==> config.mk <==
export PLATFORM = sky130hd
export DESIGN_NAME = register_file_sb
export DESIGN_NICKNAME = d
export VERILOG_FILES = /design/src/rtl/register_file_sb.sv
export SDC_FILE = /design/constraint.sdc
export NUM_CORES = 1
export LEC_CHECK = 0
export CAP_MARGIN = 15
export CORE_MARGIN = 5
export CORE_UTILIZATION = 35
export DETAILED_ROUTE_END_ITERATION = 12
export SKIP_CTS_REPAIR_TIMING = 1
export SYNTH_ARGS = -nofsm -noshare
export SYNTH_HDL_FRONTEND = slang
export SYNTH_SLANG_ARGS = --single-unit
==> constraint.sdc <==
create_clock -name clk -period 2.5 [get_ports clk]
set_input_delay 0.375 -clock clk [delete_from_list [all_inputs] [get_ports clk]]
set_output_delay 0.375 -clock clk [all_outputs]
set_load 0.02 [all_outputs]
==> src/rtl/register_file_sb.sv <==
// Two-read, one-write register file with per-register busy (scoreboard) bits.
// Reads stall while a source is reserved, unless this cycle's write-back supplies it.
module register_file_sb #(
    parameter int DATA_W   = 8,
    parameter int ADDR_W   = 2,
    parameter int ZERO_REG = 0
) (
    input  logic              clk,
    input  logic              rst,
    input  logic              rd_en,
    input  logic [ADDR_W-1:0] rs_addr,
    input  logic [ADDR_W-1:0] rt_addr,
    output logic [DATA_W-1:0] rs_data,
    output logic [DATA_W-1:0] rt_data,
    output logic              rd_valid,
    input  logic              wr_en,
    input  logic [ADDR_W-1:0] wr_addr,
    input  logic [DATA_W-1:0] wr_data,
    input  logic              rsv_en,
    input  logic [ADDR_W-1:0] rsv_addr,
    output logic              stall
);

    localparam int NUM_REGS = 2 ** ADDR_W;

    logic [DATA_W-1:0]   regs [NUM_REGS];
    logic [NUM_REGS-1:0] busy;
    logic                rs_hit, rt_hit;
    logic                rs_blocked, rt_blocked;
    logic                rd_fire;
    logic [DATA_W-1:0]   rs_next, rt_next;

    // Read handshake: rd_en is a request held by the requester; it is accepted on
    // an edge where stall=0, and the captured data is flagged by rd_valid=1 for
    // exactly the next cycle. stall acts as the inverse of ready.
    always_comb begin
        rs_hit     = wr_en && (wr_addr == rs_addr);
        rt_hit     = wr_en && (wr_addr == rt_addr);
        rs_blocked = busy[rs_addr] && !rs_hit;
        rt_blocked = busy[rt_addr] && !rt_hit;
        stall      = rd_en && (rs_blocked || rt_blocked);
        rd_fire    = rd_en && !stall;
        rs_next    = rs_hit ? wr_data : regs[rs_addr];
        rt_next    = rt_hit ? wr_data : regs[rt_addr];
        if (ZERO_REG != 0 && rs_addr == '0) rs_next = '0;
        if (ZERO_REG != 0 && rt_addr == '0) rt_next = '0;
    end

    always_ff @(posedge clk) begin
        if (rst) begin
            for (int i = 0; i < NUM_REGS; i++) regs[i] <= '0;
            busy     <= '0;
            rs_data  <= '0;
            rt_data  <= '0;
            rd_valid <= 1'b0;
        end else begin
            for (int i = 0; i < NUM_REGS; i++) begin
                if (!(ZERO_REG != 0 && i == 0)) begin
                    if (wr_en && wr_addr == ADDR_W'(i)) regs[i] <= wr_data;
                    // A new reservation outranks the clearing write-back.
                    if (rsv_en && rsv_addr == ADDR_W'(i))
                        busy[i] <= 1'b1;
                    else if (wr_en && wr_addr == ADDR_W'(i))
                        busy[i] <= 1'b0;
                end
            end
            if (rd_fire) begin
                rs_data <= rs_next;
                rt_data <= rt_next;
            end
            rd_valid <= rd_fire;
        end
    end

endmodule

==> qor.csv, run 1 <==
metric;value;unit
min_delay_path_depth;2;
synthDistinctLibCells;32;
initial_core_util;36.2;%
synthesis.nets;220;
gr-usage-all-layers;14.5;%
grt-ovfl-total;0;
fmax;419;MHz
area_growth;27.1;%
required;2.12;ns
wl_per_cell;19.4;um
fin_crit_sh;95.4;%
grt_first_pass_wirelength;10800;um
final.fill_count;707;
finalInstanceArea;3600;sq um
start_kind;primary input;
die_h;99.9;um
yosys-mux-area-fraction;20.4;%
finalMaxSlewViolations;0;
dr.pass1.iters;4;
htree_num_levels;2;
syn_area;2830;sq um
yosys_warnings;0;
drc;0;
dp_hpwl;5040;um
clk_latency;0.31;ns
async_flop_share;0;%
critPathBufInv;3;
holdPathEnd;busy[2];
num_vias;1911;
grt_max_degree;18;
drv_cap;0;
cts_buffer_depth;2;
synth_flop_cell;edfxtp_1;
hold_class;register to register;
r2r-end;rs_data[0];
drive_gt1_share;27.8;%
max_stage_delay;0.55;ns
path_max_fanout;3;
endpoint_kind;primary output;
worstReg2RegStart;busy[0];
cp_cell_sequence;clkdlybuf4s50_1 -> mux4_2 -> o31ai_4 -> a21boi_0 -> buf_4 -> dlymetal6s2s_1;
yosys.area_share.simple;10.5;%
cts_sinks;53;
dieArea;9990;sq um
antennaDiodeCount;0;
setup_tns;0;ns
relSlewSlack;76.4;%
synth_edf_count;32;
globalplace.congestion;0.751;
ys_ff_latch;53;
reg2reg_depth;6;
synth_xor_area_share;2.03;%
crit_arrival;2.01;ns
dpl_worst_slack;-0.264;ns
status;complete, no violations;
crit_slowest_cell;mux4_2;
cts_inserted_buffers;5;
cts_tree;built;
ios;39;
peakVddDrop;0.322;mV
placed_area;3470;sq um
hold_violations;0;
setup_viol;0;
core;7810;sq um
ant_nets;0;
power.density;591;nW/um^2
synthAdderAreaFrac;0;%
crit_family;buffers and inverters;
path_class;primary input to primary output;
worstHoldStart;busy[2];
drt_iter0_markers;141;
cts_root_buf;clkbuf_8;
nNetsFinal;279;
synth_top_family_by_area;multiplexers;
fin_hold_ws;0.513;ns
seq_area_frac_synth;48.8;%
portBuffers;38;
rows;32;
antenna_found_initial;0;
setup_ws;0.115;ns
synth_compound_area_share;13.4;%
die_w;99.9;um
vias_per_cell;5.29;
finalWirelength;7000;um
rsz0062_at_grt;false;
r2r_slack;0.68;ns
finClkSkew;0.0112;ns
p_leak;1.27;nW
fin_crit;2.39;ns
grt_pass1_vias;1922;
clk_pin_slew;0.10;ns
postSynthCellCount;199;
avgSynthCellArea;14.2;sq um
worst_slew_pin_slew;0.343;ns
## sequential cells by signal (all words and copies together), names as in the netlist
name      cells
busy          4
rd_valid      1
regs         32
rs_data       8
rt_data       8
## synth_stat cells (4+ instances only)
cell type | instances | area share [%]
edfxtp_1 | 32 | 34
a211oi_1 | 6 | 1.6
inv_1 | 6 | 0.80
o22ai_1 | 4 | 0.88
buf_4 | 4 | 1.1
a211oi_2 | 10 | 4.4
and2_1 | 32 | 7.1
mux4_2 | 15 | 12
mux2i_1 | 16 | 5.7
clkbuf_1 | 4 | 0.53
dfxtp_1 | 21 | 15
a31oi_1 | 16 | 3.5
## worst min-delay path: stages (launching register included)
cell,delay [ns]
dfxtp_1,0.34
inv_1,0.06
o22ai_1,0.07
## kinds of logic after synthesis
| family | Yosys count |
|---|---|
| AO/OA/AOI/OAI | 43 |
| multiplexers | 34 |
| flip-flops | 53 |
| XOR/XNOR | 4 |
| AND/OR/NAND/NOR | 43 |
| buffers and inverters | 22 |
## cells in the final DEF (no fill, tap or decap), drive strengths merged
| master | count |
|---|---|
| xor2 | 4 |
| clkdlybuf4s50 | 36 |
| a21boi | 1 |
| o21bai | 2 |
| dlymetal6s2s | 2 |
| dfxtp | 21 |
| nand3b | 1 |
| and3 | 1 |
| clkbuf | 6 |
| edfxtp | 32 |
| nor4b | 2 |
| nor2b | 1 |
| a31o | 2 |
| a31oi | 16 |
| buf | 29 |
| and2 | 32 |
| mux4 | 18 |
| o31ai | 2 |
| inv | 8 |
| nor3 | 2 |
| a211oi | 16 |
| mux2i | 16 |
| or3b | 1 |
| nand2b | 1 |
| bufinv | 1 |
| nor4 | 2 |
| o22ai | 4 |
## how the worst max path moves through the flow
stage / start / end / slack, ns / depth (start not counted)
3_5_place_dp: rt_addr[0] / stall / -0.26 / 6
4_1_cts: rt_addr[0] / stall / -0.27 / 6
3_3_place_gp: rt_addr[0] / stall / -0.24 / 6
5_1_grt: rs_addr[0] / stall / 0.002 / 6
2_1_floorplan: rs_addr[1] / stall / 0.43 / 5
6_report: rs_addr[0] / stall / 0.11 / 6
## through the flow
step                power, mW  util (%)  instances
floorplan                1.35         -        199
detailed placement       1.55      44.4        353
global placement         1.54      44.4        353
CTS                      2.14      45.8        361
global route             2.21      46.1        361
finish                   2.13      46.1        361
## cell type report
class	count	area (sq um)	share of cell area, %
tap	102	128	3.55
timing repair buffer	67	628	17.5
inverter	7	26.3	0.731
sequential	53	1380	38.4
clock buffer	6	72.6	2.02
clock inverter	2	38.8	1.08
multi-input combinational	124	1320	36.7
## power breakdown
part | switching [mW] | internal (mW)
combinational | 0.240 | 0.247
clock | 0.297 | 0.303
sequential | 0.0363 | 1.00
## routing by layer
metal	routed length, um	vias to the layer above	global-route usage, %	part of all wire (%)
met2	3460	64	24.2	49
li1	-	897	-	-
met3	417	9	2.78	6.0
met4	123	0	4.62	1.8
met1	2990	941	18.9	43
met5	0	-	0	0
No activity file was read; power rests on OpenSTA's default activity.
==> run 2, diff against run 1 <==
--- a/config.mk
+++ b/config.mk
@@ -5,11 +5,13 @@
 export SDC_FILE = /design/constraint.sdc
 export NUM_CORES = 1
 export LEC_CHECK = 0
+export ABC_CLOCK_PERIOD_IN_PS = 2500
 export CAP_MARGIN = 15
 export CORE_MARGIN = 5
 export CORE_UTILIZATION = 35
 export DETAILED_ROUTE_END_ITERATION = 12
 export SKIP_CTS_REPAIR_TIMING = 1
+export SLEW_MARGIN = 15
 export SYNTH_ARGS = -nofsm -noshare
 export SYNTH_HDL_FRONTEND = slang
 export SYNTH_SLANG_ARGS = --single-unit
==> results of run 2 <==
Same layout as run 1: the final DEF is identical, and so are final timing and power.
